**src/rtl/spi_msg_engine.sv**
```systemverilog
// Half-duplex multi-lane SPI message engine: shifts in a fixed-length message, waits a
// programmable turnaround, then drives a fixed-length response on the same lines.
module spi_msg_engine #(
  parameter int unsigned LANES      = 1,
  parameter int unsigned MSG_LEN    = 64,
  parameter int unsigned RESP_LEN   = 64,
  parameter int unsigned TURNAROUND = 8
) (
  input  logic                spi_clk,
  input  logic                spi_rst_,
  input  logic [LANES-1:0]    data_in,
  output logic [LANES-1:0]    data_out,
  output logic                data_out_en,
  output logic                msg_valid,
  output logic [MSG_LEN-1:0]  msg,
  input  logic                resp_load,
  input  logic [RESP_LEN-1:0] resp_data,
  output logic                busy
);

  localparam int unsigned N    = MSG_LEN / LANES;
  localparam int unsigned R    = RESP_LEN / LANES;
  localparam int unsigned T    = TURNAROUND;
  localparam int unsigned CMAX = (N > T + R) ? N : T + R;
  localparam int unsigned CW   = (CMAX > 2) ? $clog2(CMAX) : 1;

  if (!(LANES == 1 || LANES == 2 || LANES == 4 || LANES == 8)) begin : gen_bad_lanes
    $error("spi_msg_engine: LANES must be 1, 2, 4 or 8");
  end
  if ((MSG_LEN % LANES) != 0 || (RESP_LEN % LANES) != 0) begin : gen_bad_len
    $error("spi_msg_engine: MSG_LEN and RESP_LEN must be multiples of LANES");
  end
  if (TURNAROUND < 2) begin : gen_bad_turn
    $error("spi_msg_engine: TURNAROUND must be at least 2");
  end

  typedef enum logic [1:0] {StIdle, StMsg, StTurn, StResp} state_e;

  state_e              state_q;
  logic [CW-1:0]       cnt_q;
  logic [MSG_LEN-1:0]  shift_q;
  logic [RESP_LEN-1:0] resp_q;
  logic [MSG_LEN-1:0]  shift_next;
  logic [RESP_LEN-1:0] resp_next;

  // Response shifts out MSB-first, back-filling with idle-high ones.
  assign shift_next = (shift_q << LANES) | MSG_LEN'(data_in);
  assign resp_next  = (resp_q << LANES) | RESP_LEN'({LANES{1'b1}});
  assign busy       = (state_q != StIdle);

  always_ff @(posedge spi_clk or negedge spi_rst_) begin
    if (!spi_rst_) begin
      state_q     <= StIdle;
      cnt_q       <= '0;
      shift_q     <= '0;
      resp_q      <= '1;
      msg         <= '0;
      msg_valid   <= 1'b0;
      data_out    <= '1;
      data_out_en <= 1'b0;
    end else begin
      msg_valid <= 1'b0;
      // The edge after msg_valid is always the first turnaround edge.
      if (msg_valid) begin
        resp_q <= resp_load ? resp_data : '1;
      end
      unique case (state_q)
        StIdle: begin
          if (!data_in[LANES-1]) begin
            shift_q <= shift_next;
            if (N == 1) begin
              msg       <= shift_next;
              msg_valid <= 1'b1;
              state_q   <= StTurn;
              cnt_q     <= CW'(T - 1);
            end else begin
              state_q <= StMsg;
              cnt_q   <= CW'(N - 2);
            end
          end
        end
        StMsg: begin
          shift_q <= shift_next;
          if (cnt_q == '0) begin
            msg       <= shift_next;
            msg_valid <= 1'b1;
            state_q   <= StTurn;
            cnt_q     <= CW'(T - 1);
          end else begin
            cnt_q <= cnt_q - 1'b1;
          end
        end
        StTurn: begin
          if (cnt_q == '0) begin
            data_out    <= resp_q[RESP_LEN-1 -: LANES];
            data_out_en <= 1'b1;
            resp_q      <= resp_next;
            state_q     <= StResp;
            cnt_q       <= CW'(R - 1);
          end else begin
            cnt_q <= cnt_q - 1'b1;
          end
        end
        StResp: begin
          if (cnt_q == '0) begin
            data_out    <= '1;
            data_out_en <= 1'b0;
            state_q     <= StIdle;
          end else begin
            data_out <= resp_q[RESP_LEN-1 -: LANES];
            resp_q   <= resp_next;
            cnt_q    <= cnt_q - 1'b1;
          end
        end
        default: state_q <= StIdle;
      endcase
    end
  end

endmodule
```
**config.mk**
```make
export PLATFORM = sky130hd
export DESIGN_NAME = spi_msg_engine
export DESIGN_NICKNAME = d
export VERILOG_FILES = /design/src/rtl/spi_msg_engine.sv
export SDC_FILE = /design/constraint.sdc
export NUM_CORES = 1
export LEC_CHECK = 0
export ABC_AREA = 1
export CAP_MARGIN = 0
export CORE_UTILIZATION = 49
export DETAILED_ROUTE_END_ITERATION = 6
export PLACE_DENSITY = 0.85
export SYNTH_ARGS = -nofsm -noshare
export SYNTH_HDL_FRONTEND = slang
export SYNTH_SLANG_ARGS = --single-unit
```
**constraint.sdc**
```tcl
create_clock -name spi_clk -period 1.61 [get_ports spi_clk]
set_input_delay 0.483 -clock spi_clk [delete_from_list [all_inputs] [get_ports spi_clk]]
set_output_delay 0.483 -clock spi_clk [all_outputs]
set_load 0.03 [all_outputs]
```
# Word level (Yosys, flattened, before mapping)
# Cells that the tools add are included.
# word_totals
regBits	203
output_inout_bits	68
elab_cells	54
# op_classes
n_addsub	1
eq_ne	8
muxes	25
n_bitwise	1
reduce_logical	11
# ops
cell	count
$mux 64	4
$pmux 64 s2	1
$pmux 63 s2	1
$or 64x1->64	1
$mux 63	1
$mux 7	4
$pmux 7 s4	1
$ne 2x2->1 const B	5
$mux 2	4
$pmux 2 s4	1
$reduce_and 2->1	4
$logic_not 7->1	1
$sub 7x1->7 const B	1
$mux 1	6
$reduce_bool 2->1	3
$eq 2x2->1 const B	2
$pmux 1 s2	2
$reduce_and 4->1	1
$reduce_and 3->1	1
$eq 2x1->1 const B	1
$logic_not 2->1	1

# Logic depth before layout (Yosys ltp)
# Gate-level depths: netlist of run 1.
# logic_depth
word_depth	4
depth_mapped	11

# Least setup slack after synthesis of run 1
# Ideal clock, no wire load.
# synth_path
kind	flip-flop to flip-flop
from	reg cnt_q[0]
to	reg resp_q[38]
t_arrival_ps	1538
required_ps	1531
setup_slack_ps	-7
stages_incl_launch_ff	12
synth_period_minus_slack_ps	1617
cell_sequence	dfrtp_1 inv_1 ha_1 inv_1 nor2_2 nand3_4 nand2_1 o21ai_1 buf_4 buf_6 o21bai_1 nand2_1
# synth_via
elab_chain_len	3
# synth_lines
element	line	text
start: declaration	40	logic [CW-1:0] cnt_q;
start signal: assignment	75	cnt_q <= CW'(T - 1);
start signal: assignment	78	cnt_q <= CW'(N - 2);
start signal: assignment	88	cnt_q <= CW'(T - 1);
$logic_not 7->1 *	94, 105	
$mux 64, on equally long branches	105, 94	
$pmux 64 s2 *	67	unique case (state_q)
end signal: assignment	65	resp_q <= resp_load ? resp_data : '1;
end signal: assignment	97	resp_q <= resp_next;
end signal: assignment	111	resp_q <= resp_next;
end: declaration	42	logic [RESP_LEN-1:0] resp_q;
# Mark *: on every way between the ends. The rest lies on a longest branch, timed or not.
# A chain may end at the register's enable or synchronous reset.

# Worst setup path in the final report of run 1
# layout_path
from	reg cnt_q[1]
to	reg msg[26]
# layout_via
elab_chain_len	2
# layout_lines
element	line	text
$logic_not 7->1	84	if (cnt_q == '0) begin
$reduce_and 2->1 (no line)	--	
end signal: assignment	72	msg <= shift_next;
end signal: assignment	85	msg <= shift_next;
end: declaration	15	output logic [MSG_LEN-1:0] msg,
# Every way passes these cells.

==> results of run 1 <==
sequential cells by signal, indices dropped and copies added, names as in the netlist:
register and flops:
cnt_q 7, data_out 1, data_out_en 1, msg 64
msg_valid 1, resp_q 64, shift_q 63, state_q 2
what timing repair did:
action | CTS | global route
endpoints found under the setup margin | 199 | 177
gates resized for setup | 416 | 293
gates cloned | 14 | 27
buffers inserted | 26 | 8
pin swaps | 6 | 21
through the flow:
step                TNS, ns   util  std cells  power (W)  instance area [µm²]
floorplan                 0      -        997     0.0132                 9150
global placement      -5.70  0.603       1332     0.0154                10900
detailed placement   -12.87  0.603       1332     0.0157                10900
CTS                   -4.42  0.671       1407     0.0219                12200
global route         -33.83  0.738       1435     0.0270                13400
finish               -20.38  0.738       1435     0.0258                13400
cell families after synthesis:
logic type               after synthesis  share of synthesized area
buffers and inverters                148                     0.0736
XOR/XNOR                               4                    0.00383
adder cells (fa/ha/maj)                7                    0.00958
AND/OR/NAND/NOR                      364                      0.181
flip-flops                           203                      0.565
AO/OA/AOI/OAI                        271                      0.167
per-layer routing:
layer | GRT usage | vias to the layer above
met4 | 0.0704 | 0
met1 | 0.330 | 4022
met2 | 0.422 | 342
met3 | 0.0439 | 56
met5 | 0 | -
li1 | - | 3653
worst register-to-register path: stages, from the launching register on:
cell and delay (ns):
dfrtp_1 0.39, inv_2 0.10, ha_4 0.14, inv_2 0.04, nor2_4 0.10, buf_4 0.12, nand4_1 0.20, buf_12 0.26
clkbuf_16 0.21, nand2_1 0.08, o21ai_1 0.07
cell usage after synthesis (10+ instances only):
cell type  instances  share of area
a21oi_1           10         0.0055
inv_1             79          0.032
buf_2             22          0.012
clkbuf_1          30          0.012
o21bai_1          64          0.053
o21ai_0          179          0.098
o21ai_1           16         0.0088
nand2_1          274           0.11
buf_6             11          0.014
dfstp_2           65           0.19
nor2_1            13         0.0053
nand3b_1          63          0.052
dfrtp_1          138           0.38
area by class of cell:
| class | instances | area share |
|---|---|---|
| multi-input combinational | 649 | 0.313 |
| inverter | 79 | 0.0221 |
| clock inverter | 9 | 0.0109 |
| clock buffer | 27 | 0.0416 |
| tap | 229 | 0.0214 |
| timing repair buffer | 239 | 0.205 |
| sequential | 203 | 0.385 |
where the power goes:
part	switching, W	internal (W)	leakage (nW)
Sequential	0.00148	0.00753	2.54
Clock	0.00203	0.00309	0.344
Combinational	0.00643	0.00523	3.34
Total	0.00995	0.0158	6.22
path summary, 6_finish.rpt:
| path | start | to | depth (start not counted) |
|---|---|---|---|
| worst max-delay path | cnt_q[1]$_DFFE_PN0P_ | msg[26]$_DFFE_PN0P_ | 10 |
| worst max register to register | cnt_q[1]$_DFFE_PN0P_ | msg[26]$_DFFE_PN0P_ | 10 |
| worst min-delay path | spi_rst_ | data_out$_DFFE_PN1P_ | 1 |
| worst min register to register | resp_q[7]$_DFF_PN1_ | resp_q[8]$_DFF_PN1_ | 2 |
| min in group spi_clk | resp_q[7]$_DFF_PN1_ | resp_q[8]$_DFF_PN1_ | 2 |
| max in group asynchronous | spi_rst_ | resp_q[12]$_DFF_PN1_ | 2 |
==> flow_summary_export.csv, run 1 <==
group,metric,value,unit
outcome,status,"complete, but fails checks",
outcome,violations,"DRC, setup timing",
cts,cts-hold-fix-buffers,0,
setup_path,cp.required,1.98,ns
detailed_routing,drtIter0Drc,672,
timing,slew_headroom,0.719,
final_layout,layout_commonest_cell,"nand2_1",
final_layout,area_growth,46.6,%
timing,setup-violations-final,194,
pwr,leakage,6.22,nW
pwr,ir_drop,0.00124,V
cts,cts_root_buf,"clkbuf_16",
setup_path,start_kind,"flop",
timing,setup_ws,-0.221,ns
setup_path,arrival,2.20,ns
setup_path,critPathBufInv,5,
timing,finalMaxSlewViolations,0,
floorplan,dieArea,0.0192,mm²
placement,hpwl,12700,µm
detailed_routing,num_vias,8073,
floorplan,coreArea,0.0181,mm²
timing,fin_crit,1.83,ns
yosys,yosys_register_bits,203,
placement,dp_slack,-0.135,ns
setup_path,path_class,"flop to flop",
detailed_routing,wl_met3,1880,µm
final_layout,multiInputGateArea,0.00420,mm²
detailed_routing,drt-met1-wl,11400,µm
yosys,yosys_most_used_dff,"dfrtp_1",
cts,cts.reportedPaths.clkPinSlew,0.07,ns
floorplan,row_count,49,
timing,hold_violations,0,
placement,gp_congestion,0.814,
timing,finalCritPeriodShare,1.14,
final_layout,fillCellCount,1144,
floorplan,die_w,139,µm
yosys,synth_area,0.00914,mm²
setup_path,worstPathCellList,"inv_2, ha_4, inv_2, nor2_4, buf_4, nand4_1, buf_12, clkbuf_16, nand2_1, o21ai_1",
global_routing,antenna_found_initial,0,
detailed_routing,drc,12,
timing,holdWs,0.237,ns
detailed_routing,wire_per_inst,19.8,µm
setup_path,cp-end-kind,"flop",
yosys,ys_types,25,
floorplan,io_pins,136,
setup_path,cp_slowest_cell,"dfrtp_1",
detailed_routing,drt_first_pass_iters,7,
final_layout,nNetsFinal,1268,
cts,clock_sinks,203,
cts,cts_tree,"yes",
detailed_routing,viasPerCell,5.63,
placement,io_buffers,135,
setup_path,cp_common_cell,"inv_2",
job,maxCapViolCount,0,
final_layout,num_antenna_cells,0,
final_layout,final_cell_mix,"156 x nand2_1, 137 x dfrtp_1, 88 x nand2_2",
worst_hold_path,hp-class,"input port to asynchronous set/reset pin",
timing,maxClockFrequency,546,MHz
final_layout,seq_area,0.00516,mm²
yosys,synthCells,997,
final_layout,drive_gt1_frac,0.395,
timing,worstMarginPinSlew,0.421,ns
timing,rsz0062_at_grt,"true",
cts,cts_made_buffers,21,
setup_path,crit_family,"buffers and inverters",
detailed_routing,wl,28400,µm
pwr,powerDensity,1920,mW/mm²
yosys,synth_edf_count,0,
global_routing,grt_pass1_vias,7756,
detailed_routing,wl_met2,14500,µm
timing,fin_worst_skew,0.0154,ns
global_routing,grt_start_max_net_pins,65,
detailed_routing,top_layer,"met4",
global_routing,grt_pass1_wl,38900,µm
detailed_routing,drtAntennaViolNets,0,
yosys,yosys_warnings,0,
floorplan,start_util,0.504,
cts,insertion_delay,0.49,ns
cts,cts_max_path_buffers,3,
global_routing,gr-total-overflow,0,
global_routing,track_usage,0.249,
cts,htreeDepth,1,
floorplan,die_h,139,µm
setup_path,slowest_delay,0.39,ns
yosys,syn_nets,1072,
setup_path,path_max_fanout,12,
yosys,synth-async-reset-ratio,1.00,
yosys,yosysSeqAreaShare,0.565,
setup_path,regToRegSetupSlack,-0.22,ns
yosys,syn_area_per_cell,9.17,µm²
No activity file was read; power rests on OpenSTA's default activity.
==> run 2, diff against run 1 <==
--- a/config.mk
+++ b/config.mk
@@ -7,9 +7,9 @@
 export LEC_CHECK = 0
 export ABC_AREA = 1
 export CAP_MARGIN = 0
-export CORE_UTILIZATION = 49
+export CORE_UTILIZATION = 35
 export DETAILED_ROUTE_END_ITERATION = 6
-export PLACE_DENSITY = 0.85
+export PLACE_DENSITY = 0.67
 export SYNTH_ARGS = -nofsm -noshare
 export SYNTH_HDL_FRONTEND = slang
 export SYNTH_SLANG_ARGS = --single-unit
==> flow_summary_export.csv, run 2 (synthesized netlist as in run 1, its figures left out) <==
group,metric,value,unit
outcome,status,"complete, but fails checks",
outcome,violations,"setup timing",
setup_path,r2r_end,"resp_q[48]$_DFF_PN1_",
setup_path,r2r-start,"cnt_q[0]$_DFFE_PN0P_",
setup_path,cp_common_cell,"inv_2",
timing,fin_setup_tns,-8.94,ns
timing,setup_ws,-0.174,ns
timing,slew_headroom,0.797,
detailed_routing,drtIter0Drc,502,
timing,maxClockFrequency,561,MHz
cts,cts_root_buf,"clkbuf_16",
placement,hpwl,13700,µm
setup_path,worstPathCellList,"inv_2, ha_4, inv_2, buf_6",
detailed_routing,wl,25300,µm
detailed_routing,drtAntennaViolNets,0,
setup_path,critPathBufInv,3,
setup_path,arrival,1.30,ns
timing,setup-violations-final,140,
pwr,leakage,5.93,nW
global_routing,grt_pass1_vias,7224,
timing,fin_crit,1.78,ns
setup_path,cp_slowest_cell,"dfrtp_1",
setup_path,path_max_fanout,2,
floorplan,row_count,58,
global_routing,grt_pass1_wl,37500,µm
final_layout,stdcell_count,1527,
floorplan,io_pins,136,
setup_path,regToRegSetupSlack,-0.16,ns
setup_path,slowest_delay,0.40,ns
global_routing,grt_util_met2,0.268,
setup_path,path_class,"flop to output port",
cts,clock_sinks,203,
floorplan,coreArea,0.0254,mm²
final_layout,area_growth,45.9,%
pwr,ir_drop,0.000854,V
cts,cts_tree,"yes",
final_layout,reg_top3,"msg: 64 flops, resp_q: 64 flops, shift_q: 63 flops",
setup_path,r2r_cells,12,
global_routing,top_usage_layer,"met2",
placement,dp_cells,1437,
cts,cts.reportedPaths.clkPinSlew,0.07,ns
final_layout,post-route-util,0.525,
detailed_routing,drt_first_pass_iters,5,
job,maxCapViolCount,0,
cts,cts_made_buffers,22,
global_routing,grt_start_max_net_pins,50,
floorplan,start_util,0.360,
global_routing,use_met3,0.0289,
floorplan,dieArea,0.0268,mm²
timing,rsz0062_at_grt,"true",
global_routing,antenna_found_initial,0,
setup_path,cp-end-kind,"output port",
cts,cts_max_path_buffers,3,
setup_path,crit_family,"flip-flops",
floorplan,die_w,164,µm
placement,io_buffers,135,
floorplan,die_h,164,µm
detailed_routing,viasPerCell,5.05,
worst_hold_path,hp-class,"input port to asynchronous set/reset pin",
timing,finalMaxSlewViolations,0,
cts,insertion_delay,0.50,ns
placement,gp_congestion,0.782,
timing,finalCritPeriodShare,1.11,
final_layout,nNetsFinal,1257,
placement,dp_slack,-0.176,ns
final_layout,fillCellCount,2196,
cts,htreeDepth,1,
final_layout,layout_commonest_cell,"nand2_1",
final_layout,final_cell_mix,"194 x nand2_1, 132 x dfrtp_1, 108 x o21ai_0",
global_routing,track_usage,0.172,
final_layout,drive_gt1_frac,0.364,
global_routing,grtUsageMet1,0.250,
pwr,power,0.0227,W
pwr,powerDensity,1700,mW/mm²
setup_path,path_depth,4,
detailed_routing,drc,0,
timing,worstMarginPinSlew,0.305,ns
detailed_routing,num_vias,7704,
final_layout,num_antenna_cells,0,
timing,fin_worst_skew,0.0110,ns
global_routing,gr-total-overflow,0,
detailed_routing,wire_per_inst,16.6,µm
setup_path,cp.required,1.13,ns
timing,hold_violations,0,
setup_path,start_kind,"flop",
## run 2: cell count changes in the layout (fill, tap and decap cells not counted), sizes merged
cell	before	now
o21a	4	1
clkbuf	48	43
clkinv	4	9
bufinv	4	1
clkinvlp	0	2
dlygate4sd3	0	1
buf	153	147
## run 2: report_power, final
| group | leakage [nW] | internal (W) | switching, W |
|---|---|---|---|
| registers | 2.53 | 0.00752 | 0.00124 |
| logic | 3.05 | 0.00390 | 0.00512 |
| clock network | 0.340 | 0.00281 | 0.00208 |
| total | 5.93 | 0.0142 | 0.00844 |
## run 2: how the worst max path moves through the flow
stage,startpoint,endpoint,slack (ns)
6_report,state_q[0]$_DFFE_PN0P_,busy,-0.17
5_1_grt,state_q[0]$_DFFE_PN0P_,busy,-0.22
4_1_cts,state_q[1]$_DFFE_PN0P_,busy,-0.17
3_5_place_dp,data_in,shift_q[26]$_DFFE_PN0P_,-0.18
3_3_place_gp,data_in,cnt_q[0]$_DFFE_PN0P_,-0.15
2_1_floorplan,state_q[0]$_DFFE_PN0P_,shift_q[0]$_DFFE_PN0P_,0.006
## run 2: per-layer routing
layer  vias up  part of all wire
met1      3797              0.45
met5         -                 0
met3        32             0.059
met2       245              0.47
met4         0             0.017
li1       3630                 -
## run 2: final cells by class
type | instances | area (µm²) | share of cell area
multi-input cells | 646 | 4100 | 0.307
inverters | 79 | 299 | 0.0224
flip-flops and latches | 203 | 5170 | 0.388
repair buffers | 230 | 2660 | 0.199
well taps | 330 | 413 | 0.0310
clock inverters | 13 | 98.8 | 0.00741
clock buffers | 26 | 597 | 0.0448
## run 2: repair_timing
item	in CTS	in global routing
hold buffers	1	0
endpoints found under the hold margin	5	0
pin swaps	7	18
resized for setup	408	250
endpoints found under the setup margin	116	155
cloned	10	18
setup buffers	14	12
## run 2: stage by stage
stage | hold slack, ns | instance area, µm²
floorplan | 0.187 | 9150
global placement | 0.417 | 11200
detailed placement | 0.418 | 11200
CTS | 0.447 | 12100
global route | 0.467 | 13300
finish | 0.457 | 13300
